===== src/rtl/program_loader_if.sv =====
// Bundle of the loader's host-side stream, RAM write port, accumulator port and CPU control lines.
// The loader drives through the master modport; the environment (host, RAM, CPU) sits on the slave side.
interface program_loader_if #(
  parameter int unsigned ADDR_W = 4
);
  logic              start;
  logic [7:0]        rx_data;
  logic              rx_valid;
  logic              rx_ready;
  logic [ADDR_W-1:0] mem_addr;
  logic [7:0]        mem_data;
  logic              mem_we;
  logic [7:0]        acc_data;
  logic              acc_load;
  logic              halt_cpu;
  logic              done;
  logic              err;

  modport master (
    input  start, rx_data, rx_valid,
    output rx_ready, mem_addr, mem_data, mem_we, acc_data, acc_load, halt_cpu, done, err
  );

  modport slave (
    output start, rx_data, rx_valid,
    input  rx_ready, mem_addr, mem_data, mem_we, acc_data, acc_load, halt_cpu, done, err
  );
endinterface


===== src/rtl/program_loader.sv =====
// Programmer-side loader: takes a framed byte stream (length, program bytes, accumulator byte)
// and writes it into program RAM and the accumulator while holding the CPU halted.
module program_loader #(
  parameter int unsigned ADDR_W = 4
) (
  input logic                CLK,
  input logic                RESET,
  program_loader_if.master   bus
);

  localparam int unsigned CNT_W = ADDR_W + 1;
  localparam int unsigned DEPTH = 2 ** ADDR_W;

  typedef enum logic [2:0] {
    S_IDLE,
    S_LEN,
    S_DATA,
    S_ACC,
    S_DONE,
    S_ERR
  } state_t;

  state_t            state_q, state_d;
  logic [CNT_W-1:0]  count_q, count_d;
  logic [ADDR_W-1:0] waddr_q, waddr_d;
  logic [ADDR_W-1:0] mem_addr_q, mem_addr_d;
  logic [7:0]        mem_data_q, mem_data_d;
  logic              mem_we_q, mem_we_d;
  logic [7:0]        acc_data_q, acc_data_d;
  logic              acc_load_q, acc_load_d;
  logic              halt_q, halt_d;
  logic              done_q, done_d;
  logic              err_q, err_d;

  logic rx_ready_c;
  logic accept_c;

  assign rx_ready_c = (state_q == S_LEN) || (state_q == S_DATA) || (state_q == S_ACC);
  assign accept_c   = rx_ready_c && bus.rx_valid;

  // Next-state and next-output logic; strobes default low so each is a single-cycle pulse.
  always_comb begin
    state_d    = state_q;
    count_d    = count_q;
    waddr_d    = waddr_q;
    mem_addr_d = mem_addr_q;
    mem_data_d = mem_data_q;
    mem_we_d   = 1'b0;
    acc_data_d = acc_data_q;
    acc_load_d = 1'b0;
    done_d     = done_q;
    err_d      = err_q;

    case (state_q)
      S_IDLE, S_DONE, S_ERR: begin
        if (bus.start) begin
          state_d = S_LEN;
          done_d  = 1'b0;
          err_d   = 1'b0;
          count_d = '0;
          waddr_d = '0;
        end
      end
      S_LEN: begin
        if (accept_c) begin
          if (bus.rx_data == 8'd0) begin
            state_d = S_ACC;
          end else if (32'(bus.rx_data) > DEPTH) begin
            state_d = S_ERR;
            err_d   = 1'b1;
          end else begin
            state_d = S_DATA;
            count_d = CNT_W'(bus.rx_data);
          end
        end
      end
      S_DATA: begin
        if (accept_c) begin
          mem_we_d   = 1'b1;
          mem_addr_d = waddr_q;
          mem_data_d = bus.rx_data;
          waddr_d    = waddr_q + ADDR_W'(1);
          count_d    = count_q - CNT_W'(1);
          if (count_q == CNT_W'(1)) begin
            state_d = S_ACC;
          end
        end
      end
      S_ACC: begin
        if (accept_c) begin
          acc_data_d = bus.rx_data;
          acc_load_d = 1'b1;
          done_d     = 1'b1;
          state_d    = S_DONE;
        end
      end
      default: state_d = S_IDLE;
    endcase

    // Halt covers the active phases plus the cycle carrying the session's last strobe.
    halt_d = (state_d == S_LEN) || (state_d == S_DATA) || (state_d == S_ACC) ||
             mem_we_d || acc_load_d;
  end

  always_ff @(posedge CLK or posedge RESET) begin
    if (RESET) begin
      state_q    <= S_IDLE;
      count_q    <= '0;
      waddr_q    <= '0;
      mem_addr_q <= '0;
      mem_data_q <= '0;
      mem_we_q   <= 1'b0;
      acc_data_q <= '0;
      acc_load_q <= 1'b0;
      halt_q     <= 1'b0;
      done_q     <= 1'b0;
      err_q      <= 1'b0;
    end else begin
      state_q    <= state_d;
      count_q    <= count_d;
      waddr_q    <= waddr_d;
      mem_addr_q <= mem_addr_d;
      mem_data_q <= mem_data_d;
      mem_we_q   <= mem_we_d;
      acc_data_q <= acc_data_d;
      acc_load_q <= acc_load_d;
      halt_q     <= halt_d;
      done_q     <= done_d;
      err_q      <= err_d;
    end
  end

  assign bus.rx_ready = rx_ready_c;
  assign bus.mem_addr = mem_addr_q;
  assign bus.mem_data = mem_data_q;
  assign bus.mem_we   = mem_we_q;
  assign bus.acc_data = acc_data_q;
  assign bus.acc_load = acc_load_q;
  assign bus.halt_cpu = halt_q;
  assign bus.done     = done_q;
  assign bus.err      = err_q;

endmodule


===== src/flat_wrapper.sv =====
// flat-port wrapper written by rule: the top's interface ports become plain ports
module program_loader_flat 
#(
  parameter int unsigned ADDR_W = 4
)
  (CLK, RESET, bus_start, bus_rx_data, bus_rx_valid, bus_rx_ready, bus_mem_addr, bus_mem_data, bus_mem_we, bus_acc_data, bus_acc_load, bus_halt_cpu, bus_done, bus_err);
  program_loader_if #(.ADDR_W(ADDR_W)) bus_i ();
  input logic CLK;
  input logic RESET;
  input wire logic [$bits(bus_i.start)-1:0] bus_start;
  input wire logic [$bits(bus_i.rx_data)-1:0] bus_rx_data;
  input wire logic [$bits(bus_i.rx_valid)-1:0] bus_rx_valid;
  output wire logic [$bits(bus_i.rx_ready)-1:0] bus_rx_ready;
  output wire logic [$bits(bus_i.mem_addr)-1:0] bus_mem_addr;
  output wire logic [$bits(bus_i.mem_data)-1:0] bus_mem_data;
  output wire logic [$bits(bus_i.mem_we)-1:0] bus_mem_we;
  output wire logic [$bits(bus_i.acc_data)-1:0] bus_acc_data;
  output wire logic [$bits(bus_i.acc_load)-1:0] bus_acc_load;
  output wire logic [$bits(bus_i.halt_cpu)-1:0] bus_halt_cpu;
  output wire logic [$bits(bus_i.done)-1:0] bus_done;
  output wire logic [$bits(bus_i.err)-1:0] bus_err;
  assign bus_i.start = bus_start;
  assign bus_i.rx_data = bus_rx_data;
  assign bus_i.rx_valid = bus_rx_valid;
  assign bus_rx_ready = bus_i.rx_ready;
  assign bus_mem_addr = bus_i.mem_addr;
  assign bus_mem_data = bus_i.mem_data;
  assign bus_mem_we = bus_i.mem_we;
  assign bus_acc_data = bus_i.acc_data;
  assign bus_acc_load = bus_i.acc_load;
  assign bus_halt_cpu = bus_i.halt_cpu;
  assign bus_done = bus_i.done;
  assign bus_err = bus_i.err;
  program_loader #(.ADDR_W(ADDR_W)) u_core (.CLK(CLK), .RESET(RESET), .bus(bus_i));
endmodule

===== config.mk =====
export PLATFORM = sky130hd
export DESIGN_NAME = program_loader_flat
export DESIGN_NICKNAME = d
export VERILOG_FILES = /design/src/rtl/program_loader_if.sv /design/src/rtl/program_loader.sv /design/src/flat_wrapper.sv
export SDC_FILE = /design/constraint.sdc
export NUM_CORES = 1
export LEC_CHECK = 0
export BUFFER_PORTS_ARGS = -buffer_cell sky130_fd_sc_hd__buf_2
export CORE_MARGIN = 2
export CORE_UTILIZATION = 53
export CTS_CLUSTER_SIZE = 16
export DETAILED_ROUTE_END_ITERATION = 8
export HOLD_SLACK_MARGIN = 0.05
export PLACE_DENSITY = 0.78
export SYNTH_ARGS = -nofsm -noshare
export SYNTH_HDL_FRONTEND = slang
export SYNTH_SLANG_ARGS = --single-unit

===== constraint.sdc =====
create_clock -name CLK -period 2.4 [get_ports CLK]
set_clock_uncertainty 0.15 [all_clocks]
set_input_delay 0.36 -clock CLK [delete_from_list [all_inputs] [get_ports CLK]]
set_output_delay 0.36 -clock CLK [all_outputs]
set_load 0.01 [all_outputs]

==> results_dict.tcl, run 1 <==
set metrics [dict create \
    setup_ws_ns 0.260 \
    syn_avg_cell_area_um2 8.84 \
    drcViolationCount 0 \
    dp_cells 274 \
    cts.sinks 37 \
    portBuffers 37 \
    tritoncts "yes" \
    die_x_um 61.2 \
    pre_cts_slack_ns 0.0829 \
    r2r_start "u_core.state_q[2]" \
    async_flop_share_pct 100 \
    placementRows 20 \
    dpl_cell_area_um2 1980 \
    cts_resized 0 \
    crit_fanout 12 \
    end_kind "register" \
    cts-root-buf "clkbuf_4" \
    p_leak_nw 1.15 \
    drv_cap 0 \
    io_pins 38 \
    fmax_ghz 0.467 \
    fp.dieH_um 61.2 \
    synth_common_cells "70 x nand2_1, 37 x dfrtp_1, 17 x nor2_1" \
    clkTransAtPathRegs_ns 0.11 \
    post-route-util_pct 67.4 \
    synth.ff_latch_count 37 \
    yosysWarnings 0 \
    grt_pass1_wl_mm 6.22 \
    design_area_um2 2080 \
    clk_latency_ns 0.35 \
    grt_setup_unrepaired "no" \
    worstHoldStart "bus_rx_data[7]" \
    timing.final.crit_share_pct 89.2 \
    synth_top_area_share_pct 53.4 \
    overflow 0 \
    worstSetupStartpointType "register" \
    via_per_inst 5.33 \
    htreeDepth 2 \
    yosysMostFrequentCell "nand2_1" \
    start_util_pct 56.3 \
    gp_congestion 0.903 \
    cts_setup_buffers 0 \
    syn_area_um2 1730 \
    synth_largest_area_cell "dfrtp_1" \
    fin_crit_ns 2.14 \
    dr.pass1.iters 4 \
    synth_edf_count 0 \
    tns_ns 0 \
    clk_path_buf_depth 2 \
    synth_fp_nets 211 \
    worstSetupStartpoint "u_core.state_q[2]" \
    grt_pass1_vias 1412 \
    setup_viol 0 \
    highest_layer "met4" \
    cts_buffers 5 \
    worst_pin_slew_ns 0.443 \
    drt-total-wl_mm 3.67 \
    hold_class "in2reg" \
    place_hpwl_mm 2.61 \
    fp.dieArea_um2 3740 \
    synthToLayoutAreaGrowth_pct 19.8 \
    worst_hold_slack_ns 0.101 \
    crit_type "reg2reg" \
    syn-instance-count 196 \
    synth.distinct_cells 39 \
    grt_use_total_pct 23.0 \
    wl_per_cell_um 13.0 \
    drtIter0Drc 52 \
    ys_seq_area_share_pct 53.4 \
    core-area_um2 3080 \
    drv_slew 0 \
    crit_required_ns 2.49 \
    power_mw 2.20 \
    wl_met3_um 225 \
    final_cells 283 \
    pwr_density_cell_nw_per_um2 1060 \
    drive_gt1_share_pct 24.7 \
    wl_met1_mm 1.66 \
    finalHoldViolCount 0 \
    cp_data_arrival_time_ns 2.23 \
    run_status "finished, final reports clean" \
    finalNetCount 253 \
    synth_area_leaders "dfrtp_1 53%, nand2_1 15%, nor2_1 3.7%" \
    num_vias 1507 \
    synth-main-ff-cell "dfrtp_1" \
    antenna_found_initial 0 \
    insertedDiodeCount 0 \
    slew-limit-headroom_pct 70.2 \
    max-vdd-ir-drop_v 0.000618 \
    drtAntennaViolNets 0 \
    grt_max_degree 38 \
    wl_met2_mm 1.71 \
]
==> worst paths after layout <==
path / cells after the start / to / slack (ns)
setup / recovery: 5 / u_core.count_q[4] / 0.26
hold / removal: 3 / u_core.bus.mem_data[7] / 0.10
setup reg to reg: 5 / u_core.count_q[4] / 0.26
hold reg to reg: 2 / u_core.bus.mem_addr[1] / 0.33
max in group asynchronous: 4 / u_core.state_q[2] / 1.29
min in group asynchronous: 4 / u_core.bus.acc_load / 0.49
==> worst max-delay path: stages (launching register included) <==
cell and delay, ns:
dfrtp_1 0.59, mux2i_1 0.25, a31oi_1 0.05, or4_1 0.71, o21ai_1 0.21, o21ai_1 0.08
==> cells by family after synthesis <==
logic type / Yosys count / share of synthesized area, %
DFF: 37 / 53.4
adders and majority gates: 3 / 2.17
and+or+nand+nor: 108 / 27.4
AOI/OAI and AO/OA: 25 / 9.60
muxes: 3 / 1.73
buffers and inverters: 17 / 4.12
xor gates and xnor gates: 3 / 1.52
==> sequential cells by signal (all words and copies together) (netlist names) <==
signal               flops
u_core.bus.done          1
u_core.bus.mem_we        1
u_core.bus.err           1
u_core.bus.acc_load      1
u_core.waddr_q           4
u_core.bus.acc_data      8
u_core.state_q           3
u_core.bus.mem_data      8
u_core.bus.mem_addr      4
u_core.bus.halt_cpu      1
u_core.count_q           5
==> layer usage <==
metal / up-vias / track usage [%]
li1: 731 / -
met1: 714 / 30.3
met4: 0 / 8.07
met2: 53 / 36.9
met5: - / 0
met3: 9 / 6.09
==> power breakdown <==
group | internal, mW | total [mW] | switching, mW | leakage [nW]
clock | 0.247 | 0.460 | 0.213 | 0.0445
combinational | 0.344 | 0.776 | 0.432 | 0.614
sequential | 0.812 | 0.965 | 0.153 | 0.492
==> area by class of cell <==
type,count,area [µm²]
clock buffer,6,51.3
clock inverter,2,37.5
fill,286,1000
inverter,8,30.0
multi-input combinational,142,736
sequential,37,926
tap,44,55.1
timing repair buffer,44,240
==> cell usage in the layout, fill, tap and decap left out, types with 2 or more instances in the layout <==
master     n
a21oi_1    5
a22oi_1    2
a31oi_1    2
buf_2     37
buf_4      6
clkbuf_4   5
dfrtp_1   37
ha_1       3
inv_1      6
inv_2      2
mux2i_1    3
nand2_1   70
nand2b_1   3
nand3_1    3
nor2_1    17
nor3_1     2
o21ai_1    8
xor2_1     2
==> repair_timing <==
item | in CTS | in global routing
hold buffers | 1 | 0
setup endpoints to repair | 0 | 0
hold endpoints to repair | 37 | 0
Power figures use the tool's default switching activity.
==> inputs of run 2 (changes only) <==
--- a/config.mk
+++ b/config.mk
@@ -6,12 +6,14 @@
 export NUM_CORES = 1
 export LEC_CHECK = 0
 export BUFFER_PORTS_ARGS = -buffer_cell sky130_fd_sc_hd__buf_2
+export CORE_ASPECT_RATIO = 2
 export CORE_MARGIN = 2
 export CORE_UTILIZATION = 53
 export CTS_CLUSTER_SIZE = 16
 export DETAILED_ROUTE_END_ITERATION = 8
 export HOLD_SLACK_MARGIN = 0.05
 export PLACE_DENSITY = 0.78
+export SETUP_SLACK_MARGIN = 0.3
 export SYNTH_ARGS = -nofsm -noshare
 export SYNTH_HDL_FRONTEND = slang
 export SYNTH_SLANG_ARGS = --single-unit
==> run 2 against run 1 <==
Effect of this change:
- wire length shrank 0.71%
- clock power shrank 8.5%
- combinational power grew 2%
- power shrank 0.80%
- via count shrank 3.1%
- cell count shrank 5.3%
- highest routed layer unchanged
- utilization shrank 2.2 points
- sequential cell count is the same
- die area grew 0.74%
- critical path depth grew 1
- count of clock-buffer cells in the layout grew 1
==> results_dict.tcl, run 2 (synthesized netlist as in run 1, its figures left out) <==
set metrics [dict create \
    post-route-util_pct 65.2 \
    final_common_cell "nand2_1" \
    dr.pass1.iters 4 \
    path_cells "or3b_4 -> or2_1 -> inv_2 -> a41o_1 -> o21bai_1 -> o211ai_1" \
    final_cell_mix "70 x nand2_1, 37 x buf_2, 35 x dfrtp_1" \
    p_leak_nw 1.15 \
    clkTransAtPathRegs_ns 0.07 \
    cts-root-buf "clkbuf_8" \
    placementRows 29 \
    drtIter0Drc 26 \
    design_area_um2 2060 \
    path_buf_inv 1 \
    crit_path_top_delay_cell "dfrtp_1" \
    timing.final.crit_share_pct 83.0 \
    via_per_inst 5.45 \
    hold_class "in2reg" \
    pre_cts_slack_ns 0.111 \
    cp_data_arrival_time_ns 2.04 \
    worst_hold_slack_ns 0.172 \
    clk_path_buf_depth 2 \
    synthToLayoutAreaGrowth_pct 18.8 \
    run_status "finished, final reports clean" \
    drv_cap 0 \
    fmax_ghz 0.502 \
    drtAntennaViolNets 0 \
    tns_ns 0 \
    setup_ws_ns 0.409 \
    crit_type "reg2reg" \
    clk_latency_ns 0.28 \
    fp.dieH_um 84.9 \
    cts_buffers 5 \
    fp.dieArea_um2 3770 \
    num_vias 1460 \
    drv_slew 0 \
    power_mw 2.18 \
    drt-total-wl_mm 3.64 \
    portBuffers 37 \
    overflow 0 \
    dpl_cell_area_um2 1950 \
    finalNetCount 252 \
    finalHoldViolCount 0 \
    fin_crit_ns 1.99 \
    core-area_um2 3160 \
    crit_required_ns 2.45 \
    worst_pin_slew_ns 0.452 \
    grt_use_total_pct 22.7 \
    grt_setup_unrepaired "no" \
    setup_viol 0 \
    slowest_delay_ns 0.50 \
    grt_pass1_vias 1499 \
    antenna_found_initial 0 \
    start_util_pct 54.9 \
    dp_cells 260 \
    drive_gt1_share_pct 25.3 \
    drcViolationCount 0 \
    place_hpwl_mm 2.80 \
    wl_per_cell_um 13.6 \
    slew-limit-headroom_pct 69.9 \
    htreeDepth 2 \
    insertedDiodeCount 0 \
    gp_congestion 0.930 \
    end_kind "register" \
    tritoncts "yes" \
    crit_fanout 11 \
    die_x_um 44.4 \
    critical-path-top-delay-family "simple AND/OR/NAND/NOR gates" \
    grt_pass1_wl_mm 6.42 \
    cts.sinks 37 \
    max-vdd-ir-drop_v 0.000648 \
    grt_max_degree 38 \
    pwr_density_cell_nw_per_um2 1060 \
    worstSetupStartpointType "register" \
    final_cells 268 \
    io_pins 38 \
]
==> run 2: cell types whose count changed in the layout (fill, tap and decap cells not counted), sizes merged <==
cell and change:
clkinvlp -1, buf -1, clkbuf +1, bufinv -1
==> run 2: routing by layer <==
metal	vias to the layer above	global-route usage [%]	share of wire, %
met5	-	0	0
met4	0	13.5	3.1
met3	10	3.62	3.1
met2	38	39.4	57
met1	686	24.6	37
li1	726	-	-
==> run 2: path summary, 6_finish.rpt <==
| path | startpoint | cells after the start | slack (ns) | end |
|---|---|---|---|---|
| worst max-delay path | u_core.state_q[0] | 6 | 0.41 | u_core.bus.halt_cpu |
| worst min-delay path | bus_rx_data[5] | 3 | 0.17 | u_core.bus.acc_data[5] |
| worst max register to register | u_core.state_q[0] | 6 | 0.41 | u_core.bus.halt_cpu |
| worst min register to register | u_core.bus.mem_addr[1] | 2 | 0.32 | u_core.bus.mem_addr[1] |
| max in group asynchronous | RESET | 4 | 1.18 | u_core.state_q[2] |
| min in group asynchronous | RESET | 4 | 0.58 | u_core.bus.acc_data[1] |
==> run 2: worst register-to-register path: stages (launching register included) <==
cell and delay (ns):
dfrtp_1 0.50, or3b_4 0.50, or2_1 0.25, inv_2 0.13
a41o_1 0.20, o21bai_1 0.08, o211ai_1 0.10
==> run 2: cell type report <==
| cell class | instances | area, µm² |
|---|---|---|
| Tap cell | 31 | 38.8 |
| Inverter | 8 | 30.0 |
| Multi-Input combinational cell | 142 | 742 |
| Clock buffer | 7 | 86.3 |
| Sequential cell | 37 | 928 |
| Timing Repair Buffer | 43 | 233 |
| Fill cell | 280 | 1100 |
==> run 2: power by group <==
part | switching (mW) | internal [mW]
registers | 0.158 | 0.816
logic | 0.433 | 0.355
clock network | 0.193 | 0.227
==> run 2: repair_timing <==
item	in CTS	in global routing
resized for setup	0	4
hold buffers	1	0
endpoints found under the setup margin	0	10
hold endpoints to repair	10	0
setup buffers	0	0
==> inputs of run 3 (changes only) <==
--- a/config.mk
+++ b/config.mk
@@ -5,6 +5,7 @@
 export SDC_FILE = /design/constraint.sdc
 export NUM_CORES = 1
 export LEC_CHECK = 0
+export ABC_AREA = 1
 export BUFFER_PORTS_ARGS = -buffer_cell sky130_fd_sc_hd__buf_2
 export CORE_ASPECT_RATIO = 2
 export CORE_MARGIN = 2
==> constraint.sdc (replaced) <==
create_clock -name CLK -period 1.84 [get_ports CLK]
set_clock_uncertainty 0.15 [all_clocks]
set_input_delay 0.276 -clock CLK [delete_from_list [all_inputs] [get_ports CLK]]
set_output_delay 0.276 -clock CLK [all_outputs]
set_load 0.01 [all_outputs]
==> run 3 against run 2 <==
Effect of this change:
- largest power group is now combinational logic
- sequential share of layout area shrank 3.9 points
- largest cell class unchanged
- global-route usage is 2.7 points higher
- critical path type unchanged
- critical endpoint is now u_core.count_q[2]
- sequential power rose by 22%
- fmax rose by 27%
- cell area rose by 9.5%
- highest routed layer unchanged
- die area increased by 0.34%
==> results_dict.tcl, run 3 <==
set metrics [dict create \
    drt-total-wl_mm 4.61 \
    synth_fp_nets 229 \
    synth_edf_count 0 \
    crit_required_ns 1.86 \
    wl_per_cell_um 15.3 \
    drive_gt1_share_pct 34.1 \
    start_util_pct 55.1 \
    yosysWarnings 0 \
    via_per_inst 5.62 \
    drtAntennaViolNets 0 \
    grt_max_degree 38 \
    insertedDiodeCount 0 \
    n_fill_cell 243 \
    synth_area_leaders "dfrtp_1 53%, nand2_1 13%, o21ai_0 6.3%" \
    final_cell_mix "51 x nand2_1, 37 x buf_2, 34 x dfrtp_1" \
    syn_avg_cell_area_um2 8.13 \
    worst_pin_slew_ns 0.467 \
    crit_fanout 4 \
    cts.sinks 37 \
    hold_class "in2reg" \
    r2r_end "u_core.count_q[2]" \
    p_leak_nw 1.24 \
    worst_hold_slack_ns 0.168 \
    clkPwrFrac_pct 17.2 \
    combPwrFrac_pct 44.6 \
    cts-root-buf "clkbuf_8" \
    core-area_um2 3160 \
    pwr_density_cell_nw_per_um2 1380 \
    synthToLayoutAreaGrowth_pct 29.6 \
    dpl_cell_area_um2 1960 \
    final_common_cell "nand2_1" \
    antenna_found_initial 0 \
    num_vias 1691 \
    r2r_slack_ns 0.28 \
    slowest_delay_ns 0.40 \
    placementRows 29 \
    fin_crit_ns 1.56 \
    endpoint "u_core.count_q[2]" \
    worstHoldStart "bus_rx_data[7]" \
    max-vdd-ir-drop_v 0.000880 \
    post-route-util_pct 71.4 \
    dr.pass1.iters 5 \
    crit_path_top_delay_cell "dfrtp_1" \
    tns_ns 0 \
    worstSetupStartpoint "u_core.count_q[0]" \
    crit_type "reg2reg" \
    grt_use_total_pct 25.4 \
    drcViolationCount 0 \
    cp_data_arrival_time_ns 1.58 \
    drv_slew 0 \
    grt_setup_unrepaired "yes" \
    synth_top_area_share_pct 53.2 \
    path_cells "inv_1 -> ha_2 -> or2_2 -> a32oi_2 -> o21ai_1" \
    slew-limit-headroom_pct 68.8 \
    htreeDepth 2 \
    die_x_um 44.5 \
    design_area_um2 2250 \
    async_flop_share_pct 100 \
    setup_viol 0 \
    multiInputGateArea_um2 774 \
    synth.distinct_cells 23 \
    ys_seq_area_share_pct 53.2 \
    clk_latency_ns 0.29 \
    synth-main-ff-cell "dfrtp_1" \
    power_mw 3.12 \
    syn-instance-count 214 \
    seq_power_share_pct 38.2 \
    grt_pass1_wl_mm 7.07 \
    yosysMostFrequentCell "nand2_1" \
    drv_cap 0 \
    gp_congestion 0.910 \
    run_status "finished, final reports clean" \
    p_int_mw 1.88 \
    synth.ff_latch_count 37 \
    portBuffers 37 \
    overflow 0 \
    rr_worst_depth 5 \
    fp.dieH_um 85.0 \
    fmax_ghz 0.640 \
    timing.final.crit_share_pct 84.9 \
    place_hpwl_mm 2.91 \
    cts_buffers 5 \
    finalHoldViolCount 0 \
    syn_area_um2 1740 \
    synth_common_cells "59 x nand2_1, 37 x dfrtp_1, 27 x inv_1" \
    drtIter0Drc 66 \
    fp.dieArea_um2 3780 \
    io_pins 38 \
    r2r_start "u_core.count_q[0]" \
    p_sw_mw 1.24 \
    finalNetCount 284 \
    switching_share_pct 39.8 \
    ff_latch_area_um2 930 \
    clkTransAtPathRegs_ns 0.07 \
    grt_pass1_vias 1570 \
    clk_path_buf_depth 2 \
    worstSetupStartpointType "register" \
    tritoncts "yes" \
    end_kind "register" \
    synth_largest_area_cell "dfrtp_1" \
]
[run 3: power groups by stage]
stage	registers [mW]	logic [mW]	clock network, mW
finish	1.19	1.39	0.538
floorplan	1.24	0.613	0
detailed placement	1.18	1.02	0
global placement	1.17	1.00	0
global route	1.22	1.54	0.574
CTS	1.17	1.20	0.547
[run 3: routing by layer]
metal	vias to the layer above	routed length [µm]	GRT usage (%)
met3	27	260	4.89
li1	790	-	-
met4	0	230	16.5
met1	792	1640	27.6
met5	-	0	0
met2	82	2480	42.4
[run 3: area by class of cell]
type | instances | share of cell area, %
clock buffer | 6 | 3.22
clock inverter | 2 | 0.444
inverter | 31 | 5.38
multi-input combinational | 142 | 34.4
sequential | 37 | 41.2
tap | 31 | 1.72
timing repair buffer | 52 | 13.7
[run 3: cells by family (layout without fill, tap and decap cells)]
family	after synthesis	after routing	synth area share, %
simple gates	100	100	24.0
compound gates	38	38	12.1
flops	37	37	53.2
buf+inv	35	91	7.99
fa+ha+maj	3	3	2.16
xor+xnor	1	1	0.504
[run 3: worst min-delay path by stage]
stage                              to  cells past startpoint
3_5_place_dp   u_core.bus.acc_data[4]                      3
2_1_floorplan       u_core.state_q[1]                      2
4_1_cts        u_core.bus.mem_data[7]                      3
5_1_grt        u_core.bus.acc_data[4]                      3
3_3_place_gp        u_core.waddr_q[1]                      3
6_report       u_core.bus.mem_data[7]                      3
[run 3: stage by stage]
stage | cells | setup WS, ns
after floorplan | 214 | 0.398
after CTS | 295 | 0.280
after global routing | 301 | 0.214
after global placement | 281 | 0.200
final | 301 | 0.277
after detailed placement | 281 | 0.180
[run 3: repair_timing]
item / CTS / global route
setup buffers: 5 / 6
hold endpoints to repair: 37 / 0
pin swaps: 3 / 14
endpoints found under the setup margin: 9 / 16
hold buffers: 1 / 0
gates resized for setup: 12 / 23
[run 3: worst max-delay path, delay by kind of cell (launching register included)]
| family | cells | cell delay [ns] |
|---|---|---|
| fa+ha+maj | 1 | 0.20 |
| buf+inv | 1 | 0.06 |
| simple gates | 1 | 0.30 |
| flops | 1 | 0.40 |
| compound gates | 2 | 0.33 |
